===== src/rtl/reg_scoreboard_pkg.sv =====
// reg_scoreboard_pkg: shared register-index/mask types and the index-to-mask helper.
package reg_scoreboard_pkg;
  localparam int SB_NREG = 31;
  typedef logic [4:0] regidx_t;
  typedef logic [SB_NREG-1:0] regmask_t;
  // GPR k maps to mask bit k-1; r0 has no bit
  function automatic regmask_t onehot(regidx_t k);
    return (k == 5'd0) ? '0 : regmask_t'(1) << (k - 5'd1);
  endfunction
endpackage


===== src/rtl/reg_scoreboard_sb_cell.sv =====
// sb_cell: in-flight write counter for one register with busy/full/underflow flags.
module sb_cell #(
  parameter int CNT_W = 2
) (
  input  logic clk,
  input  logic resetn,
  input  logic inc_i,
  input  logic dec_i,
  input  logic clr_i,
  output logic busy_o,
  output logic full_o,
  output logic underflow_o
);
  logic [CNT_W-1:0] cnt_q, cnt_d;
  assign busy_o = |cnt_q;
  assign full_o = &cnt_q;
  // a simultaneous inc and dec cancel, so an empty counter hit by both is not an underflow
  assign underflow_o = dec_i && !inc_i && !clr_i && !busy_o;
  always_comb
    cnt_d = clr_i ? '0 :
            (inc_i && !dec_i && !full_o) ? cnt_q + 1'b1 :
            (dec_i && !inc_i && busy_o) ? cnt_q - 1'b1 : cnt_q;
  always_ff @(posedge clk or negedge resetn)
    if (!resetn) cnt_q <= '0;
    else cnt_q <= cnt_d;
endmodule


===== src/rtl/reg_scoreboard.sv =====
// reg_scoreboard: per-register pending-write tracking, issue hazard gating and stall counting.
module reg_scoreboard
  import reg_scoreboard_pkg::*;
#(
  parameter int NREG    = SB_NREG,
  parameter int CNT_W   = 2,
  parameter int STALL_W = 16
) (
  input  logic               clk,
  input  logic               resetn,
  input  logic               issue_valid,
  input  logic [NREG-1:0]    rmask,
  input  logic [NREG-1:0]    wmask,
  output logic               issue_ready,
  input  logic               wb_valid,
  input  regidx_t            wb_reg,
  input  logic               flush,
  output logic [NREG-1:0]    busy_mask,
  output logic [STALL_W-1:0] stall_count,
  output logic               err_underflow
);
  logic [NREG-1:0] full, uf, wb_dec;
  logic [STALL_W-1:0] stall_q, stall_d;
  logic err_q, fire;
  assign wb_dec = wb_valid ? NREG'(onehot(wb_reg)) : '0;
  // hazards use registered counters only; a same-cycle writeback does not unblock a reader
  assign issue_ready = !flush && ((rmask & busy_mask) == '0) && ((wmask & full) == '0);
  assign fire = issue_valid && issue_ready;
  for (genvar g = 0; g < NREG; g++) begin : g_cell
    sb_cell #(.CNT_W(CNT_W)) u_cell (
      .clk        (clk),
      .resetn     (resetn),
      .inc_i      (fire && wmask[g]),
      .dec_i      (wb_dec[g] && !flush),
      .clr_i      (flush),
      .busy_o     (busy_mask[g]),
      .full_o     (full[g]),
      .underflow_o(uf[g])
    );
  end
  always_comb
    stall_d = (issue_valid && !issue_ready && !(&stall_q)) ? stall_q + 1'b1 : stall_q;
  always_ff @(posedge clk or negedge resetn)
    if (!resetn) begin
      stall_q <= '0;
      err_q   <= 1'b0;
    end else begin
      stall_q <= stall_d;
      err_q   <= err_q | (|uf);
    end
  assign stall_count   = stall_q;
  assign err_underflow = err_q;
endmodule

===== config.mk =====
export PLATFORM = sky130hd
export DESIGN_NAME = reg_scoreboard
export DESIGN_NICKNAME = d
export VERILOG_FILES = /design/src/rtl/reg_scoreboard_pkg.sv /design/src/rtl/reg_scoreboard_sb_cell.sv /design/src/rtl/reg_scoreboard.sv
export SDC_FILE = /design/constraint.sdc
export NUM_CORES = 1
export LEC_CHECK = 0
export BUFFER_PORTS_ARGS = -buffer_cell sky130_fd_sc_hd__buf_4
export CAP_MARGIN = 20
export CORE_ASPECT_RATIO = 1.4
export CORE_MARGIN = 5
export CORE_UTILIZATION = 30
export CTS_CLUSTER_DIAMETER = 60
export CTS_CLUSTER_SIZE = 16
export DETAILED_ROUTE_END_ITERATION = 7
export GPL_ROUTABILITY_DRIVEN = 0
export PLACE_DENSITY = 0.46
export SLEW_MARGIN = 30
export SYNTH_ARGS = -nofsm -noshare
export SYNTH_HDL_FRONTEND = slang
export SYNTH_SLANG_ARGS = --single-unit

===== constraint.sdc =====
create_clock -name clk -period 7.8 [get_ports clk]
set_clock_uncertainty 0.2 [all_clocks]
set_input_delay 1.56 -clock clk [delete_from_list [all_inputs] [get_ports clk]]
set_output_delay 1.56 -clock clk [all_outputs]
set_load 0.01 [all_outputs]

# --- After elaboration in Yosys (flattened, before gate mapping) ---
# Index checks and enable logic that the tools add are counted.
classes:
  add_sub_neg: 64
  n_shift: 1
  bitwise: 3
  mux: 95
  reduce_logical: 478
op_table:
  columns: ["cell", "count"]
  rows:
  - ["logical AND 1 bit", 253]
  - ["2-to-1 mux 2 bit", 93]
  - ["logical NOT 1 bit", 127]
  - ["nonzero test 3 bit", 31]
  - ["adder 2 x 1 -> 2 bit (second input constant)", 31]
  - ["AND 31 bit", 2]
  - ["logical NOT 31 bit", 2]
  - ["2-to-1 mux 31 bit", 2]
  - ["AND reduction 2 bit", 31]
  - ["OR reduction 2 bit", 31]
  - ["subtractor 2 x 1 -> 2 bit (second input constant)", 31]
  - ["OR reduction 31 bit", 1]
  - ["<< shifter 1 x 5 -> 31 bit (first input constant)", 1]
  - ["adder 16 x 1 -> 16 bit (second input constant)", 1]
  - ["AND reduction 16 bit", 1]
  - ["logical NOT 5 bit", 1]
  - ["subtractor 5 x 1 -> 5 bit (second input constant)", 1]
  - ["bitwise OR 1 bit", 1]
word_totals:
  elab_cells: 674
  ff_bits: 79

# --- Longest topological paths before layout ---
# Gate-level depths: netlist of run 1.
depth:
  word_depth: 13
  depth_mapped: 11
  ltp_nobuf: 8

# --- Cells and area by module ---
# Synthesis of run 1 repeated with hierarchy kept, for this count alone.
unflattened:
  hier_cells: 671
  hier_area_um2: 5910.7
by_module_without_submodules:
  columns: ["module", "area_per_inst_um2", "n_inst", "cells_each", "seq_area_each_um2"]
  rows:
  - ["sb_cell", 137.6, 31, 15, 50.0]
  - ["reg_scoreboard", 1644.1, 1, 206, 425.4]

# --- Least setup slack after synthesis of run 1 ---
# Ideal clock, no wire load.
synth_path:
  path_kind: "input -> output"
  startpoint: "input flush"
  endpoint: "output issue_ready"
  setup_slack_ns: 3.371
  t_required_ns: 6.040
  n_path_buf: 1
  arrival_ns: 2.669
  stages: 6
  cell_sequence: "clkbuf_1 > a221oi_2 > nand3_1 > nor4_1 > nand2_1 > nor2_1"
synth_via:
  elab_chain_cells: 3
synth_lines:
  columns: ["item", "line", "source"]
  rows:
  - ["from (decl)", "reg_scoreboard.sv:17", "input logic flush,"]
  - ["logical NOT 1 bit", "reg_scoreboard.sv:27", "assign issue_ready = !flush && ((rmask & busy_mask) == '0) && ((wmask & full) == '0);"]
  - ["logical AND 1 bit (2 in a row)", "reg_scoreboard.sv:27", null]
  - ["to (decl)", "reg_scoreboard.sv:14", "output logic issue_ready,"]
# Every way passes these cells.

# --- Worst setup path after layout of run 1 ---
# Ends and elaborated chain as after synthesis.

==> results of run 1 <==
[final cells by class]
class	count	area share [%]
Inverter	14	0.751
Sequential cell	79	28.3
Multi-Input combinational cell	583	48.8
Timing Repair Buffer	124	13.4
Tap cell	248	4.43
Clock inverter	7	1.22
Clock buffer	9	3.22
[cell usage after synthesis (all sizes together) (10+ instances only)]
cell    instances
buf            42
clkbuf         15
nand3          50
nor3           33
or2            44
nand4          27
a21o           16
a21oi          62
inv            14
nor4           14
o21ai          51
and3           21
o21a           10
nor2           42
a311oi         11
a211oi         25
dfrtp          79
nand2          66
or3            12
xor2           14
nand2b         18
o22ai          10
[flip-flops by register name, indices dropped and copies added, names as in the netlist]
signal               cells
err_underflow            1
g_cell.u_cell.cnt_q     62
stall_count             16
[through the flow]
stage	setup slack, ns	hold slack [ns]	power [mW]
final	2.68	0.291	1.54
after global routing	2.48	0.322	1.63
after CTS	2.68	0.297	1.55
after detailed placement	2.32	0.281	1.08
after global placement	2.50	0.274	1.07
after floorplan	3.37	0.298	0.897
[power by group through the flow]
stage	registers [mW]	clock network [mW]	logic [mW]
final	0.521	0.461	0.557
after global routing	0.531	0.490	0.609
after CTS	0.520	0.474	0.557
after detailed placement	0.526	0	0.557
after global placement	0.524	0	0.542
after floorplan	0.514	0	0.383
[final timing paths]
check	startpoint	endpoint	slack [ns]	cells past startpoint
max in group asynchronous	resetn	g_cell[5].u_cell.cnt_q[0]	5.42	2
max	flush	issue_ready	2.68	7
max reg2reg	g_cell[20].u_cell.cnt_q[0]	err_underflow	3.74	10
min	stall_count[9]	stall_count[9]	0.29	1
min reg2reg	stall_count[9]	stall_count[9]	0.29	1
min in group asynchronous	resetn	stall_count[10]	0.96	1
[worst register-to-register path, delay by kind of cell (launching register included)]
kind,cells,cell delay [ns]
buffers and inverters,2,0.70
and+or+nand+nor,6,1.88
DFF,1,0.41
AOI/OAI and AO/OA,2,0.73
[per-layer routing]
layer	part of all wire, %	wire, um	vias up
met5	0	0	-
met4	4.5	995	0
met3	5.6	1220	47
met2	51	11100	207
met1	39	8620	2899
li1	-	-	2850
[cells in the final DEF, fill, tap and decap left out, types with 21 or more instances in the layout]
cell type and instances:
a211oi_1 25, a21oi_1 61, and3_1 21, buf_4 123
dfrtp_1 79, nand2_1 66, nand3_1 50, nand4_1 27
nor2_1 42, nor3_1 31, o21ai_0 50, or2_2 40
[cell families (layout without fill, tap and decap cells)]
| logic type | Yosys count | in the layout | share of synthesized area (%) |
|---|---|---|---|
| AO/OA/AOI/OAI | 220 | 220 | 24.4 |
| XOR/XNOR | 16 | 16 | 2.42 |
| adder cells (fa/ha/maj) | 1 | 1 | 0.216 |
| buffers and inverters | 71 | 154 | 6.86 |
| flip-flops | 79 | 79 | 34.2 |
| multiplexers | 1 | 1 | 0.195 |
| AND/OR/NAND/NOR | 345 | 345 | 31.8 |
==> impl_summary.md, run 1 <==
Placement
Port buffering added 120 buffers. Summed over all nets, the half-perimeter wirelength after detailed placement is 16800 um. Summing all placed instances gives a cell area of 0.00668 mm2. The placed cell count is 1047.

Worst setup path
The critical path buffer and inverter count is 2. The cell with the biggest individual delay on the critical path is a221oi_2. Grouping stages by cell kind, the critical path spends the most delay in simple AND/OR/NAND/NOR gates. In this run the worst path has a maximum fanout of 66. Traced cell by cell, the critical path runs through buf_4 > a221oi_2 > nand3_1 > nor4_1 > nand2_1 > nor2_1 > buf_4. In this design, the stage delay of the slowest critical-path cell is 0.34 ns.

The worst setup path is launched from an input port. The data required time at the worst endpoint is 6.04 ns. The signal arrival time at the worst endpoint is 3.36 ns.

The most frequent cell on the critical path is buf_4. STA classifies the critical path endpoint as a primary output. The worst setup path is of the input port to primary output kind.

Timing
The routed design could run at a clock period as short as 5.12 ns. The max-slew violation count is 0. The post-route clock period utilization is 65.7%. Summed over all failing endpoints, the final setup total negative slack is 0 ns. The number of setup violations in the final report is 0. At the pin with the least slew margin, the transition time is 0.808 ns.

Setup repair after global routing left no endpoint under its margin. The headroom to the max-slew limit is 44.7%. The hold violation total from the final report is 0. Static timing analysis puts the maximum clock frequency at 195 MHz.

Clock tree
In this run, post-CTS hold repair placed 0 buffers. The maximum clock path buffer count is 2. Post-CTS timing repair inserted 0 buffers for setup. The clock sink count is 79. TritonCTS built the clock tree. In this run, CTS created clock tree buffers numbering 9.

The cell sitting at the root of the clock tree is a clkbuf_16. Once the clock tree was built, the resizer swapped 0 gates to a different size. The latest clock arrival within the worst-skew pair is 0.35 ns. The post-CTS clock slew at the launch and capture registers of the worst setup and hold paths is 0.07 ns. The count of H-tree levels built during CTS is 3.

GRT
The global-route met3 utilization is 4.27%. Global routing used 19.4% of the available tracks. The largest net degree at the start of global routing is 67. The global-route layer with the greatest usage is met2.

The met2 routing resource usage after global routing is 33.5%. The number of antenna violations at the first check in global routing is 0. The via count of the first global-routing pass is 5848. The met1 track demand over resource is 22.1%. The overflow left after global routing is 0.

The first global-routing pass estimated 33000 um of wire.

Pwr
The analysis attributes to net switching a power of 0.601 mW. The internal portion of the total power is 0.937 mW. The clock network is responsible for 29.9% of the overall power. IR analysis of the VDD net gives a maximum drop of 156 uV. The analysis attributes to cell leakage a power of 3.27 nW. The power per cell area is 220 mW/mm2.

The combinational cell fraction of total power is 36.2%. The switching share of power is 39.1%. Sequential cells burn 33.9% of the power.

Finish
The synthesis-to-finish area growth is 20.9%. The sequential cell area is 0.00198 mm2. The total of fill cells in the finished design is 2032. The post-route netlist has 23.5% of its cells at a drive strength greater than 1.

The repair_antennas step left the layout with diodes totalling 0. The post-layout instance area is 0.00700 mm2. The area of combinational cells with multiple inputs is 0.00341 mm2. After the last flow step, the layout net total stands at 884. The core utilization of the finished layout is 36.5%. The final cell count without fillers is 1064.

Drt
The count of nets left with antenna violations once routing finished came out at 0. The number of iterations in the first detailed-routing pass is 5. The number of vias per cell after detailed routing is 5.64. The routed layout has 6003 vias. The residual DRC count is 0.

In the final routed layout, each cell accounts on average for 20.6 um. The DRC violation total after the first TritonRoute iteration is 380. Summed over all layers, the routed wires come to 21900 um.

Floorplanning
Measured along the x axis, the die boundary spans 127 um. The floorplan die area is 0.0222 mm2. During I/O placement, the number of pins put on the boundary was 121. The die outline height is 174 um. The initial utilization of the core area, before any placement, comes to 30.2%. The core area is 0.0191 mm2. The total number of placement rows is 60.

Logic synthesis
Of all cell types, the one taking the most synthesized area is dfrtp_1. The total of flip-flops plus latches after synthesis is 79. Counting every net in the synthesized netlist gives 806. The number of instances in the synthesized netlist is 733. After synthesis, the netlist uses 58 different library cells. By area the synthesized netlist is led by dfrtp_1 34%, a21oi_1 5.3%, nand3_1 4.3%, o21ai_0 4.3%, or2_2 4.3%. The cell area that synthesis handed to floorplanning was 0.00579 mm2. The dominant synthesized flop cell is dfrtp_1.

Counting flops with a built-in enable in the synthesized netlist gives 0. In the synthesized netlist the async set-or-reset flop fraction comes to 100%. The warning count from the yosys run is 0.

Dividing the synthesized area by the synthesized cell count gives 7.89 um2. The proportion of synthesized chip area in sequential cells is 34.2%. The fraction of post-synthesis cell area in the top cell type by area is 34.2%.

Job
The reported max-cap violation count is 0.

Run status
The flow ran to the end, and the final reports show no timing, DRC or antenna violations.

Min path
The worst hold path class is flop to flop.
(Power assumes the default switching activity.)
==> run 2, diff against run 1 <==
Settings changed: ABC_AREA set to 1, PLACE_DENSITY 0.46 to 0.47.
Clock period 7.8 ns to 4.6 ns, I/O delays scaled along.
==> run 2 against run 1 <==
  * Die area rose by 10%
  * Clock power is 51% higher
  * First-iteration DRC count is 15% higher
  * Global-route usage shrank 1.7 points
  * Synthesized cell count grew 36%
  * Critical endpoint unchanged
  * Flip-flop and latch count unchanged
  * Power up 40%
  * Worst setup slack worse by 1.6 ns
  * Hold slack better by 0.012 ns
  * Non-clock buffer count fell by 1
==> impl_summary.md, run 2 <==
Worst setup path
The cell with the biggest individual delay on the critical path is nor2_1 (was a221oi_2). The nature of the critical path endpoint is a primary output (unchanged). The launching element type of the critical path is an input port (unchanged). The maximum fanout count along the critical path is 18 (was 66). The endpoint of the worst register-to-register path is g_cell[24].u_cell.cnt_q[1] (was err_underflow).

The critical path buffer and inverter count is 2 (unchanged). The category of the critical setup timing path is input port to primary output (unchanged). Ordered cell list for the critical path: buf_4 > nand3_1 > nand2_1 > nor2_1 > nand2_1 > nor2_2 > nand2_2 > nor2_8 > buf_4 (was buf_4 > a221oi_2 > nand3_1 > nor4_1 > nand2_1 > nor2_1 > buf_4). The slack of the worst reg-to-reg path came to 1.32 ns (was 3.74 ns). The start of the worst register-to-register path is g_cell[11].u_cell.cnt_q[0] (was g_cell[20].u_cell.cnt_q[0]). The launching instance or port of the critical path is wmask[3] (was flush). The delay contributed by the slowest stage of the critical path came to 0.32 ns (was 0.34 ns). The depth of the critical timing path with buffers and inverters included is 9 (was 7). The critical path's top delay family is simple AND/OR/NAND/NOR gates (unchanged).

The data required time at the worst endpoint came to 3.48 ns (was 6.04 ns). The end point of the critical path is issue_ready (unchanged). The logic depth of the worst register-to-register path is 13 (was 10). The signal arrival time at the worst endpoint came to 2.44 ns (was 3.36 ns).

Logic synthesis
The mean cell area of the mapped netlist is 6.45 um2 (was 7.89 um2). The cell area after synthesis came to 0.00641 mm2 (was 0.00579 mm2). The number of instances in the synthesized netlist came to 995 (was 733). The dominant synthesized flop cell is dfrtp_1 (unchanged).

The library cell with the highest instance count after synthesis is nand2_1 (was dfrtp_1). Top post-synthesis cells by area: dfrtp_1 31%, nand2_1 15%, nand3_1 13%, nor2_1 6.5%, inv_1 6.4% (was dfrtp_1 34%, a21oi_1 5.3%, nand3_1 4.3%, o21ai_0 4.3%, or2_2 4.3%). The top cell type by total area after synthesis is dfrtp_1 (unchanged). The share of synthesized flip-flops with an asynchronous set or reset is 100% (unchanged). The warning count from the yosys run came to 0 (unchanged).

The total of flip-flops plus latches after synthesis is 79 (unchanged). The fraction of post-synthesis cell area in the top cell type by area is 30.8% (was 34.2%). The proportion of synthesized chip area in sequential cells is 30.8% (was 34.2%). Most frequent cells after synthesis: 263 x nand2_1, 163 x nand3_1, 111 x nor2_1 (was 79 x dfrtp_1, 66 x nand2_1, 61 x a21oi_1). The number of nets in the synthesized netlist is 1068 (was 806). The count of distinct cell types in the synthesized netlist is 42 (was 58). The number of enable-type register cells in the synthesized netlist is 0 (unchanged).

Floorplanning
The starting utilization of the core area was 30.4% (was 30.2%). The horizontal die dimension is 134 um (was 127 um). The total number of placement rows came to 63 (was 60). The die outline height came to 183 um (was 174 um). The floorplan die area is 0.0244 mm2 (was 0.0222 mm2). The core area is 0.0211 mm2 (was 0.0191 mm2). The count of boundary I/O pins is 121 (unchanged).

Clock tree
The post-CTS setup buffer count is 0 (unchanged). The latest clock arrival within the worst-skew pair came to 0.35 ns (about the same). The CTS buffer count is 9 (unchanged).

The post-CTS clock slew at the launch and capture registers of the worst setup and hold paths was 0.06 ns (was 0.07 ns). The count of H-tree levels built during CTS is 3 (unchanged). The maximum clock path buffer count was 2 (unchanged).

The clock tree from TritonCTS is built (unchanged). The hold buffer count at cts is 0 (unchanged). The number of gates resized after cts is 0 (unchanged). The root buffer selected by CTS is clkbuf_16 (unchanged). The clock sink count was 79 (unchanged).

Placement
The number of port buffers came to 120 (unchanged). The detailed-placement wirelength estimate is 16700 um (was 16800 um). The placed cell count is 1329 (was 1047).

Timing
The headroom to the max-slew limit is 44.0% (was 44.7%). The post-route clock period utilization is 77.4%. Setup repair after global routing missed its margin: no (unchanged). The transition time at the pin with the least slew margin is 0.840 ns (was 0.808 ns). The hold violation total from the final report was 0 (unchanged). The max-slew violation count came to 0 (unchanged).

The sum of negative setup slack came to 0 ns (unchanged). For this run, the top clock speed supported by timing is 281 MHz. The number of setup violations in the final report is 0 (unchanged). The clock period minus worst slack is 3.56 ns.

Drt
The residual DRC count came to 0 (unchanged). The post-detailed-route wirelength per cell is 15.9 um (was 20.6 um). The number of vias per cell after detailed routing came to 4.83 (was 5.64). The sum of routed wire length over all layers is 21400 um (was 21900 um). The total via count in the routed design is 6491 (was 6003). The DRC violation total after the first TritonRoute iteration came to 437 (was 380). The number of iterations in the first detailed-routing pass is 5 (unchanged). The remaining number of nets flagged by the antenna check after routing is 0 (unchanged).

Finish
The net count reported at finish is 1153 (was 884). The area of combinational cells with multiple inputs is 0.00361 mm2 (was 0.00341 mm2). The total inserted antenna cells came to 0 (unchanged). The final cell count without fillers is 1343 (was 1064). The total of fill cells in the finished design was 2338 (was 2032). Commonest cells after routing, fill and taps aside: 263 x nand2_1, 163 x nand3_1, 123 x buf_4 (was 123 x buf_4, 79 x dfrtp_1, 66 x nand2_1). The core utilization of the finished layout is 35.9% (was 36.5%). The top register by number of flip-flops is g_cell.u_cell.cnt_q (unchanged). The sequential cell area is 0.00198 mm2 (unchanged).

The flip-flop count of the largest register after layout is 62 (unchanged). The most common cell after layout, fill and taps aside is nand2_1 (was buf_4). The synthesis-to-finish area growth is 18.3% (was 20.9%).

The share of layout cells above drive strength 1 is 19.5% (was 23.5%).

Pwr
The highest ir drop seen on vdd is 229 uV (was 156 uV). The clock network power share is 32.2% (was 29.9%). The switching power total is 0.752 mW (was 0.601 mW). The power per cell area came to 285 mW/mm2 (was 220 mW/mm2). The switching share of power is 34.8% (was 39.1%). The combinational cell fraction of total power was 28.0% (was 36.2%). The internal power summed over all cells came to 1.41 mW (was 0.937 mW).

The proportion of power drawn by flip-flops and latches is 39.8% (was 33.9%). The leakage power summed over all cells is 3.84 nW (was 3.27 nW).

GRT
The number of antenna violations at the first check in global routing is 0 (unchanged). The overflow left after global routing is 0 (unchanged). The global-route wire length before repair is 33900 um (was 33000 um). The via count of the first global-routing pass was 6347 (was 5848). The largest net degree at the start of global routing is 72 (was 67).

The all-layer global routing usage is 17.7% (was 19.4%).

Run status
Run status: finished, final reports clean (unchanged).

Job
The reported max-cap violation count came to 0 (unchanged).

Min path
The worst hold path class is flop to flop (unchanged).
[run 2: how the worst min path moves through the flow]
stage                                     startpoint                         end  slack (ns)  cells after the start
after floorplan           g_cell[20].u_cell.cnt_q[0]  g_cell[20].u_cell.cnt_q[0]        0.27                      1
after global placement                stall_count[5]              stall_count[5]        0.29                      1
after detailed placement              stall_count[5]              stall_count[5]        0.29                      1
after CTS                             stall_count[5]              stall_count[5]        0.30                      1
after global routing                 stall_count[14]             stall_count[14]        0.32                      1
final                                 stall_count[5]              stall_count[5]        0.30                      1
[run 2: cell families (layout without fill, tap and decap cells)]
kind of cell,Yosys count,in the layout,synth area share (%)
compound gates,84,84,7.82
xor+xnor,15,15,2.05
fa+ha+maj,1,1,0.195
buf+inv,178,266,12.8
flops,79,79,30.8
simple gates,638,638,46.3
[run 2: stage by stage]
step | hold slack, ns | area [um2] | setup slack (ns) | total power [mW]
after floorplan | 0.266 | 6410 | 1.59 | 1.24
after global placement | 0.289 | 7320 | 0.934 | 1.49
after detailed placement | 0.291 | 7320 | 0.935 | 1.48
after CTS | 0.301 | 7590 | 1.03 | 2.19
after global routing | 0.325 | 7590 | 0.992 | 2.29
final | 0.304 | 7590 | 1.04 | 2.16
[run 2: worst register-to-register path, cell delays in order (launching register included)]
cell	delay [ns]
dfrtp_1	0.45
nor2_4	0.16
inv_2	0.08
nand2_1	0.06
nand2_1	0.10
nor2_1	0.32
nand2_1	0.11
nor2_2	0.14
nand2_2	0.14
nor3_4	0.64
nand3b_1	0.27
or2_2	0.33
nand3_1	0.08
o21ai_0	0.08
[run 2: power by group through the flow]
stage | Sequential [mW] | Clock [mW] | Combinational [mW]
after floorplan | 0.867 | 0 | 0.378
after global placement | 0.873 | 0 | 0.615
after detailed placement | 0.868 | 0 | 0.616
after CTS | 0.859 | 0.715 | 0.617
after global routing | 0.872 | 0.734 | 0.684
final | 0.859 | 0.695 | 0.606
[run 2: layer usage]
metal	track usage, %	part of all wire, %
met1	21.3	42
met2	31.9	51
met3	2.83	4.5
met4	5.89	2.3
met5	0	0
[run 2: layout make-up]
cell class                 instances  share of cell area [%]
clock buffer                      13                    3.43
clock inverter                     1                  0.0660
inverter                         129                    6.38
multi-input combinational        738                    47.6
sequential                        79                    26.1
tap                              260                    4.29
timing repair buffer             123                    12.2
==> run 3, diff against run 2 <==
Settings changed: PLACE_DENSITY 0.47 to 0.45.
Clock period 4.6 ns to 3.66 ns, I/O delays scaled along.
==> run 3 against run 2 <==
  * Final area is 1.1% higher
  * Register-to-register slack worse by 0.65 ns
  * Largest cell class unchanged
  * Flip-flop and latch count stayed put
==> impl_summary.md, run 3 (same netlist as run 2, synthesis figures left out) <==
Run status
Run status: finished, final reports clean (unchanged).

Drt
The number of vias per cell after detailed routing is 4.82 (was 4.83). The post-detailed-route wirelength per cell is 16.0 um (was 15.9 um). The number of iterations in the first detailed-routing pass is 6 (was 5).

The sum of routed wire length over all layers came to 21600 um (was 21400 um). The remaining number of nets flagged by the antenna check after routing came to 0 (unchanged). The DRC violation total after the first TritonRoute iteration is 318 (was 437). The residual DRC count is 0 (unchanged). The total via count in the routed design is 6505 (was 6491).

Worst setup path
The critical path's top delay family is simple AND/OR/NAND/NOR gates (unchanged). The signal arrival time at the worst endpoint is 2.42 ns (was 2.44 ns). The critical path buffer and inverter count is 3 (was 2). The category of the critical setup timing path is flop to primary output (was input port to primary output). The delay contributed by the slowest stage of the critical path came to 0.43 ns (was 0.32 ns). Ordered cell list for the critical path: nor2_4 > inv_2 > nand2_1 > nand2_1 > nor2_1 > nand2_1 > nor2_2 > nand2_2 > nor2_8 > buf_12 > buf_4 (was buf_4 > nand3_1 > nand2_1 > nor2_1 > nand2_1 > nor2_2 > nand2_2 > nor2_8 > buf_4).

Among the stages of the critical path, the cell type that occurs most often is nand2_1. The maximum fanout count along the critical path is 16 (was 18). The nature of the critical path endpoint was a primary output (unchanged). The data required time at the worst endpoint was 2.73 ns (was 3.48 ns).

The cell with the biggest individual delay on the critical path is dfrtp_1 (was nor2_1). The launching element type of the critical path is a flop (was input port).

Finish
The area of combinational cells with multiple inputs is 0.00361 mm2 (unchanged). The synthesis-to-finish area growth was 19.6% (was 18.3%). The most common cell after layout, fill and taps aside is nand2_1 (unchanged). Commonest cells after routing, fill and taps aside: 263 x nand2_1, 163 x nand3_1, 127 x buf_4 (was 263 x nand2_1, 163 x nand3_1, 123 x buf_4). The sequential cell area is 0.00198 mm2 (unchanged).

The share of layout cells above drive strength 1 is 20.1% (was 19.5%). The core utilization of the finished layout came to 36.3% (was 35.9%). The net count reported at finish was 1158 (was 1153). The flip-flop count of the largest register after layout was 62 (unchanged). The top register by number of flip-flops was g_cell.u_cell.cnt_q (unchanged). The total inserted antenna cells is 0 (unchanged). The total of fill cells in the finished design was 2343 (was 2338).

GRT
The all-layer global routing usage is 17.9% (was 17.7%). The met2 routing resource usage after global routing is 30.7% (was 31.9%). The overflow left after global routing is 0 (unchanged).

The global-route layer with the greatest usage is met2 (unchanged). The via count of the first global-routing pass came to 6397 (was 6347). The number of antenna violations at the first check in global routing came to 0 (unchanged). The largest net degree at the start of global routing is 72 (unchanged). The global-route met3 utilization was 2.91% (was 2.83%). The global-route wire length before repair is 34100 um (was 33900 um). The met1 track demand over resource came to 21.9% (was 21.3%).

Timing
The headroom to the max-slew limit is 44.9% (was 44.0%). The post-layout worst setup margin is 0.306 ns (was 1.04 ns). The transition time at the pin with the least slew margin is 0.827 ns (was 0.840 ns).

The number of setup violations in the final report was 0 (unchanged). The max-slew violation count is 0 (unchanged). The hold violation total from the final report was 0 (unchanged). The post-route clock period utilization is 91.6%. The sum of negative setup slack is 0 ns (unchanged).

Based on the critical path, the design can be clocked at up to 298 MHz. Setup repair after global routing missed its margin: no (unchanged). The clock period minus worst slack is 3.35 ns.

Clock tree
The count of H-tree levels built during CTS is 3 (unchanged). The maximum clock path buffer count is 2 (unchanged). The root buffer selected by CTS is clkbuf_16 (unchanged). The clock tree from TritonCTS was built (unchanged).

The clock sink count was 79 (unchanged). The number of gates resized after cts is 0 (unchanged). The post-CTS clock slew at the launch and capture registers of the worst setup and hold paths came to 0.07 ns (was 0.06 ns). The hold buffer count at cts is 0 (unchanged). The post-CTS setup buffer count is 0 (unchanged). The CTS buffer count came to 9 (unchanged).

The latest clock arrival within the worst-skew pair is 0.35 ns (about the same).

Floorplanning
The starting utilization of the core area is 30.4% (unchanged). The core area is 0.0211 mm2 (unchanged). The horizontal die dimension is 134 um (unchanged). The total number of placement rows was 63 (unchanged).

The floorplan die area is 0.0244 mm2 (unchanged). The count of boundary I/O pins came to 121 (unchanged). The die outline height is 183 um (unchanged).

Pwr
The power per cell area is 363 mW/mm2 (was 285 mW/mm2). The total power consumption of the routed design came to 2.78 mW (was 2.16 mW). The highest ir drop seen on vdd is 250 uV (was 229 uV). The leakage power summed over all cells is 3.87 nW (was 3.84 nW).

Job
The reported max-cap violation count is 0 (unchanged).

Placement
The number of port buffers came to 120 (unchanged). The worst setup slack before clock tree synthesis is 0.339 ns (was 0.935 ns). The detailed-placement wirelength estimate is 17100 um (was 16700 um).

Min path
The worst hold path class is input port to asynchronous set/reset pin (was flop to flop).
## run 3: metrics by stage
| step | hold slack [ns] | cell area, um2 | instances |
|---|---|---|---|
| after floorplan | 0.236 | 6410 | 995 |
| after global placement | 0.288 | 7370 | 1334 |
| after detailed placement | 0.285 | 7370 | 1334 |
| after CTS | 0.198 | 7670 | 1349 |
| after global routing | 0.217 | 7670 | 1349 |
| final | 0.171 | 7670 | 1349 |
## run 3: layout make-up
cell class / instances / area share (%)
clock buffer: 10 / 3.12
clock inverter: 5 / 0.767
inverter: 129 / 6.31
multi-input combinational: 738 / 47.1
sequential: 79 / 25.8
tap: 260 / 4.24
timing repair buffer: 128 / 12.7
## run 3: path summary, 6_finish.rpt
check / startpoint / endpoint / slack [ns] / cells past startpoint
hold reg to reg: stall_count[14] / stall_count[14] / 0.30 / 1
min in group clk: stall_count[14] / stall_count[14] / 0.30 / 1
max in group asynchronous: resetn / g_cell[24].u_cell.cnt_q[1] / 2.33 / 2
setup reg to reg: g_cell[11].u_cell.cnt_q[1] / g_cell[24].u_cell.cnt_q[1] / 0.67 / 13
setup / recovery: g_cell[11].u_cell.cnt_q[1] / issue_ready / 0.31 / 11
hold / removal: resetn / stall_count[4] / 0.17 / 1
## run 3: layer usage
metal	share of wire, %	wire [um]
met1	44	9430
met2	48	10500
met3	4.1	889
met4	4.0	859
met5	0	0
## run 3: worst reg2reg max path: stages (launching register included)
cell and delay [ns]:
dfrtp_1 0.43, nor2_4 0.18, inv_2 0.06, nand2_1 0.05, nand2_1 0.10, nor2_1 0.27
nand2_1 0.11, nor2_2 0.15, nand2_2 0.15, nor3_4 0.46, nand3b_1 0.23, or2_2 0.32
nand3_1 0.07, o21ai_0 0.09
## run 3: power by group
part	total (mW)	internal (mW)	switching [mW]
Clock	0.940	0.544	0.396
Sequential	1.08	0.968	0.112
Combinational	0.762	0.312	0.450
Total	2.78	1.82	0.958
